## src/rtl/popup_dialog.sv

```systemverilog
// Modal option dialog: opens on activate, navigates with up/down, closes on select or back.
// Define POPUP_DIALOG_TIMEOUT_EN to compile in the idle auto-cancel counter.
module popup_dialog #(
  parameter int NUM_OPTIONS    = 2,
  parameter int MSG_W          = 16,
  parameter int DEFAULT_OPT    = 0,
  parameter int WRAP           = 1,
  parameter int TIMEOUT_CYCLES = 50000000,
  localparam int CW = ($clog2(NUM_OPTIONS) < 1) ? 1 : $clog2(NUM_OPTIONS)
) (
  input  logic             clk,
  input  logic             rst_n,
  input  logic             activate,
  input  logic             btn_up,
  input  logic             btn_down,
  input  logic             btn_sel,
  input  logic             btn_back,
  input  logic [MSG_W-1:0] msg_in,
  output logic             active,
  output logic [CW-1:0]    cursor,
  output logic [MSG_W-1:0] msg_out,
  output logic             confirmed,
  output logic [CW-1:0]    choice,
  output logic             canceled,
  output logic             timed_out
);

  localparam logic [CW-1:0] LAST = CW'(NUM_OPTIONS - 1);
  localparam logic [CW-1:0] DEF  = CW'(DEFAULT_OPT);

  typedef enum logic [1:0] {S_IDLE, S_ACTIVE, S_DONE} state_t;

  state_t           state_q, state_d;
  logic [CW-1:0]    cursor_q, cursor_d;
  logic [CW-1:0]    choice_q, choice_d;
  logic [MSG_W-1:0] msg_q, msg_d;
  logic             conf_q, conf_d;
  logic             canc_q, canc_d;
  logic [3:0]       prev_q;
  logic [3:0]       btn, press;
  logic             tmo_close;

  // Bit order: {back, sel, down, up}
  assign btn   = {btn_back, btn_sel, btn_down, btn_up};
  assign press = btn & ~prev_q;

`ifdef POPUP_DIALOG_TIMEOUT_EN
  localparam int CNTW = $clog2(TIMEOUT_CYCLES);
  logic [CNTW-1:0] cnt_q, cnt_d;
  logic            tmo_q;

  // Counter only runs while open with no press, so it restarts at 0 on every open.
  always_comb begin
    cnt_d = '0;
    if (state_q == S_ACTIVE && !(|press)) cnt_d = cnt_q + 1'b1;
  end

  assign tmo_close = (state_q == S_ACTIVE) && !(|press) &&
                     (cnt_q == CNTW'(TIMEOUT_CYCLES - 1));

  always_ff @(posedge clk or negedge rst_n) begin
    if (!rst_n) begin
      cnt_q <= '0;
      tmo_q <= 1'b0;
    end else begin
      cnt_q <= cnt_d;
      tmo_q <= tmo_close;
    end
  end

  assign timed_out = tmo_q;
`else
  assign tmo_close = 1'b0;
  assign timed_out = 1'b0;
`endif

  always_ff @(posedge clk or negedge rst_n) begin
    if (!rst_n) begin
      state_q  <= S_IDLE;
      cursor_q <= DEF;
      choice_q <= '0;
      msg_q    <= '0;
      conf_q   <= 1'b0;
      canc_q   <= 1'b0;
      prev_q   <= '0;
    end else begin
      state_q  <= state_d;
      cursor_q <= cursor_d;
      choice_q <= choice_d;
      msg_q    <= msg_d;
      conf_q   <= conf_d;
      canc_q   <= canc_d;
      prev_q   <= btn;
    end
  end

  always_comb begin
    state_d  = state_q;
    cursor_d = cursor_q;
    choice_d = choice_q;
    msg_d    = msg_q;
    conf_d   = 1'b0;
    canc_d   = 1'b0;
    case (state_q)
      S_IDLE: begin
        if (activate) begin
          state_d  = S_ACTIVE;
          cursor_d = DEF;
          msg_d    = msg_in;
        end
      end
      S_ACTIVE: begin
        if (press[3] || tmo_close) begin
          state_d = S_DONE;
          canc_d  = 1'b1;
        end else if (press[2]) begin
          state_d  = S_DONE;
          conf_d   = 1'b1;
          choice_d = cursor_q;
        end else if (press[0] && !press[1]) begin
          if (cursor_q == '0) cursor_d = (WRAP != 0) ? LAST : '0;
          else                cursor_d = cursor_q - 1'b1;
        end else if (press[1] && !press[0]) begin
          if (cursor_q == LAST) cursor_d = (WRAP != 0) ? '0 : LAST;
          else                  cursor_d = cursor_q + 1'b1;
        end
      end
      S_DONE:  state_d = S_IDLE;
      default: state_d = S_IDLE;
    endcase
  end

  assign active    = (state_q == S_ACTIVE);
  assign cursor    = cursor_q;
  assign msg_out   = msg_q;
  assign confirmed = conf_q;
  assign choice    = choice_q;
  assign canceled  = canc_q;

endmodule
```

## config.mk

```make
export PLATFORM = sky130hd
export DESIGN_NAME = popup_dialog
export DESIGN_NICKNAME = d
export VERILOG_FILES = /design/src/rtl/popup_dialog.sv
export SDC_FILE = /design/constraint.sdc
export NUM_CORES = 1
export LEC_CHECK = 0
export ABC_AREA = 1
export CORE_MARGIN = 3
export CORE_UTILIZATION = 41
export DETAILED_ROUTE_END_ITERATION = 16
export PLACE_DENSITY = 0.81
export SYNTH_ARGS = -nofsm -noshare
export SYNTH_HDL_FRONTEND = slang
export SYNTH_SLANG_ARGS = --single-unit
export TNS_END_PERCENT = 100
```

## constraint.sdc

```tcl
create_clock -name clk -period 1.3 [get_ports clk]
set_input_delay 0.26 -clock clk [delete_from_list [all_inputs] [get_ports clk]]
set_output_delay 0.26 -clock clk [all_outputs]
set_load 0.005 [all_outputs]
```

==> flow_summary.ini, run 1 <==
[global_routing]
overflow = 0
grt_max_degree = 27
antenna_found_initial = 0
grt_usage_pct = 16.5
grt_pass1_vias = 928
grt_pass1_wl_um = 4220

[floorplanning]
start_util_pct = 45.5
dieArea_um2 = 3240
core_area_um2 = 2340
row_count = 17
die_width_um = 56.9
io_pins = 45
die_h_um = 56.9

[place]
pre_cts_slack_ps = -51.6
hpwl_um = 1860
routabilityCongestion = 0.787
io_buffers = 43

[detailed_routing]
route.detailed.drc = 0
vias_per_cell = 4.66
drt_first_pass_iters = 4
wl_per_cell_um = 12.3
drt_iter0_drc = 5
drt-total-wl_um = 2390
ant_nets = 0
via_count = 909

[synth]
seq_area_frac_synth_pct = 61.2
ys_types = 15
synthArstFlopShare_pct = 100
synthTopCellsByArea = dfrtp_1 (61%), nand2_1 (16%), nand3_1 (8.9%)
syn-num-nets = 138
yosysWarnings = 0
yosysTopAreaCell = dfrtp_1
synth_top_area_share_pct = 61.2
ys_ff_latch = 26
avgSynthCellArea_um2 = 9.25
yosysMostFrequentCell = nand2_1
netlist_instances = 115
synth_ff_type = dfrtp_1
synth_commonest_cells = nand2_1 (44), dfrtp_1 (26), nand3_1 (19)
syn_area_um2 = 1060
synth_edf_count = 0

[final_layout]
layout.nets = 192
drive_above_1_share_pct = 14.4
n_antenna_cell = 0
fill_cells = 217
area_growth_pct = 49.9

[cts]
max-clock-path-buffers = 2
clk_root_buffer_cell = clkbuf_4
numCtsBuffers = 3
ctsHoldBuffers = 0
cts.clk_slew.worst_paths_ps = 120
cts_tree = done
cts_sinks = 26
ctsHtreeMaxLevel = 1
clkLatencyLatePin_ps = 310

[pwr]
leakage_nw = 0.866
irDropWorstVdd_v = 0.00106
power_density_nw_per_um2 = 1760

[worst_hold_path]
worstHoldPathType = primary input to async pin

[setup_path]
critPathMaxFanout = 2
critical_path_class = flip-flop to primary output
crit_required_ps = 1040
startpoint = state_q[0]$_DFFE_PN0P_
reg2reg_from = state_q[1]$_DFFE_PN0P_
worstPathArrival_ps = 980
critPathLaunchType = flip-flop
end_kind = primary output

[timing]
whs_ps = 297
rsz0062_at_grt = false
max_freq_mhz = 809
timing.final.crit_period_ps = 1240
finalCritPeriodShare_pct = 95.1
hold_viol_final = 0
drv_slew = 0
setup-violations-final = 0
fin_worst_skew_ps = 2.80
tns_ps = 0
layout_setup_ws_ps = 63.7

[job]
maxCapViolations = 0

[outcome]
outcome = complete, no violations
-- per-layer routing --
metal  up-vias  wire (µm)  GRT usage, %
met5         -          0             0
met4         0         29          5.96
met3         4        139          3.17
met2        32       1200          28.2
met1       415       1020          20.7
li1        458          -             -
-- state kept, by name, indices dropped and copies added (netlist names) --
signal and cells:
choice 1, confirmed 1, state_q 2, msg_out 16, cursor 1, canceled 1
prev_q 4
-- final cells by class --
class	count	area (µm²)	share of cell area [%]
clock buffer	3	22.5	1.41
multi-input combinational	75	342	21.4
timing repair buffer	54	509	31.9
sequential	26	651	40.8
tap	28	35.0	2.20
inverter	9	35.0	2.20
-- through the flow --
step	utilization [%]	power, mW	cell area (µm²)	std cells
3_3_place_gp	67.4	2.64	1580	189
3_5_place_dp	67.4	2.68	1580	189
4_1_cts	68.1	2.85	1590	195
2_1_floorplan	-	1.81	1060	115
5_1_grt	68.1	3.04	1590	195
6_report	68.1	2.81	1590	195
-- worst paths after layout --
check | end | slack (ps) | cells past startpoint
max | active | 60 | 3
min | msg_out[15]$_DFFE_PN0P_ | 300 | 2
max reg2reg | msg_out[15]$_DFFE_PN0P_ | 140 | 5
min reg2reg | msg_out[4]$_DFFE_PN0P_ | 480 | 2
max in group asynchronous | msg_out[0]$_DFFE_PN0P_ | 860 | 2
min in group clk | prev_q[2]$_DFF_PN0_ | 410 | 1
-- power breakdown --
group / total (mW) / switching, mW / internal (mW)
logic: 1.25 / 0.585 / 0.669
registers: 1.24 / 0.142 / 1.10
clock network: 0.318 / 0.210 / 0.108
total: 2.81 / 0.937 / 1.88
-- cell usage in the layout (no fill, tap or decap), types with 2 or more instances in the layout --
cell type / synthesis / routed
nand2_1: 44 / 44
dfrtp_1: 26 / 26
clkdlybuf4s50_1: 0 / 22
nand3_1: 19 / 19
dlygate4sd2_1: 0 / 19
buf_4: 2 / 9
inv_1: 6 / 6
nor2_1: 4 / 4
nor2_4: 3 / 3
clkbuf_4: 0 / 3
inv_2: 2 / 2
nand2_2: 2 / 2
buf_12: 0 / 2
-- cell families (layout without fill, tap and decap cells) --
kind of cell | Yosys count | after routing | synth area share, %
buffers and inverters | 14 | 66 | 6.71
AND/OR/NAND/NOR | 73 | 73 | 31.3
other | 1 | 1 | 0.353
AO/OA/AOI/OAI | 1 | 1 | 0.470
flip-flops | 26 | 26 | 61.2
-- timing repair --
action / CTS / global route
gates resized for setup: 24 / 1
pin swaps: 1 / 0
endpoints found under the setup margin: 21 / 1
buffers inserted: 3 / 0
endpoints found under the hold margin: 0 / 0
-- worst max-delay path, cell delays in order (launching register included) --
cell	delay, ps
dfrtp_1	390
inv_2	50
nor2_4	110
buf_2	120
No activity file was read; power rests on OpenSTA's default activity.
==> run 2: changes to the inputs <==
Settings changed: SKIP_CTS_REPAIR_TIMING set to 1.
==> run 2 against run 1 <==
Against the previous run:
- sequential share of layout area shrank 2.2 points
- combinational power grew 13%
- critical path type unchanged
- cell count grew 1.0%
- register-to-register slack is essentially flat
==> flow_summary.ini, run 2 (synthesis gave the netlist of run 1 again) <==
[outcome]
outcome = complete, no violations

[setup_path]
reg2reg_from = state_q[1]$_DFFE_PN0P_
end_kind = primary output
crit_path_cell_trace = inv_2 -> nor2_4 -> clkbuf_2
startpoint = state_q[0]$_DFFE_PN0P_
critical_path_class = flip-flop to primary output
ff2ff_path_depth = 6
crit_required_ps = 1040
worst_path_largest_cell_delay_ps = 400
worstReg2RegEnd = msg_out[10]$_DFFE_PN0P_
crit_cells = 3
r2r_slack_ps = 140
crit_slowest_cell = dfrtp_1
path_delay_family = flip-flops
endpoint = active
path_buf_inv = 2
critPathLaunchType = flip-flop
critPathMaxFanout = 2
worstPathArrival_ps = 980

[timing]
drv_slew = 0
whs_ps = 298
hold_viol_final = 0
max_freq_mhz = 804
finalCritPeriodShare_pct = 95.7
layout_setup_ws_ps = 55.7
tns_ps = 0
rsz0062_at_grt = false
timing.final.crit_period_ps = 1240
fin_worst_skew_ps = 6.57
setup-violations-final = 0

[final_layout]
n_antenna_cell = 0
fill_cells = 193
final_common_cell = nand2_1
drive_above_1_share_pct = 15.4
area_growth_pct = 58.2
layout.nets = 194
largest_reg_flops = 16
layout_common_cells = nand2_1 (44), dfrtp_1 (26), clkdlybuf4s50_1 (22)
fin_cells = 197

[place]
pre_cts_slack_ps = -51.6
io_buffers = 43
place_inst = 189
routabilityCongestion = 0.787
hpwl_um = 1860

[pwr]
switching_share_pct = 32.1
power_density_nw_per_um2 = 1760
pwr-share-comb_pct = 47.4
intPower_mw = 2.01
power_frac_seq_pct = 41.9
irDropWorstVdd_v = 0.00107
p_clk_share_pct = 10.7
leakage_nw = 1.08
switching_power_uw = 952
power_mw = 2.96

[floorplanning]
die_width_um = 56.9
io_pins = 45
core_area_um2 = 2340
dieArea_um2 = 3240
row_count = 17
start_util_pct = 45.5
die_h_um = 56.9

[cts]
cts_tree = done
ctsHtreeMaxLevel = 1
numCtsBuffers = 3
clk_root_buffer_cell = clkbuf_4
cts.clk_slew.worst_paths_ps = 130
clkLatencyLatePin_ps = 300
cts_sinks = 26
max-clock-path-buffers = 2

[detailed_routing]
vias_per_cell = 4.68
wl_per_cell_um = 12.4
via_count = 921
drt-total-wl_um = 2450
drt_iter0_drc = 11
ant_nets = 0
drt_first_pass_iters = 4
route.detailed.drc = 0

[global_routing]
antenna_found_initial = 0
overflow = 0
grt_usage_pct = 16.3
grt_pass1_vias = 913
grt_pass1_wl_um = 4170
grt_max_degree = 27

[worst_hold_path]
worstHoldPathType = primary input to async pin

[job]
maxCapViolations = 0
-- run 2: area by class of cell --
| type | instances | area, µm² | share of cell area, % |
|---|---|---|---|
| sequential | 26 | 651 | 38.7 |
| tap | 28 | 35.0 | 2.08 |
| inverter | 9 | 35.0 | 2.08 |
| timing repair buffer | 56 | 598 | 35.5 |
| multi-input combinational | 75 | 342 | 20.3 |
| clock buffer | 3 | 22.5 | 1.34 |
-- run 2: power by group through the flow --
stage,registers (mW),clock network (mW),logic (mW)
after floorplan,1.31,0,0.505
after global placement,1.26,0,1.37
after detailed placement,1.27,0,1.41
after CTS,1.26,0.331,1.42
after global routing,1.28,0.358,1.55
final,1.24,0.318,1.41
-- run 2: per-layer routing --
metal,track usage [%],up-vias,routed length (µm)
met1,20.6,425,1040
li1,-,464,-
met2,27.6,30,1230
met3,3.39,2,172
met5,0,-,0
met4,5.96,0,13
-- run 2: how the worst min path moves through the flow --
stage | cells after the start | slack (ps) | start | endpoint
global placement | 2 | 450 | msg_out[15]$_DFFE_PN0P_ | msg_out[15]$_DFFE_PN0P_
CTS | 2 | 300 | rst_n | msg_out[8]$_DFFE_PN0P_
global route | 2 | 300 | rst_n | msg_out[8]$_DFFE_PN0P_
detailed placement | 2 | 460 | msg_out[7]$_DFFE_PN0P_ | msg_out[7]$_DFFE_PN0P_
finish | 2 | 300 | rst_n | cursor$_DFFE_PN0P_
floorplan | 0 | -40 | rst_n | canceled$_DFF_PN0_
-- run 2: stage by stage --
step                area, µm²  utilization, %
finish                   1680            71.9
global route             1680            71.9
CTS                      1600            68.4
detailed placement       1580            67.4
global placement         1580            67.4
floorplan                1060               -
-- run 2: worst register-to-register path, stage by stage, from the launching register on --
cell,delay (ps)
dfrtp_1,440
buf_4,160
nor2_4,110
nand2_4,100
buf_12,150
nand2_1,50
nand2_1,50
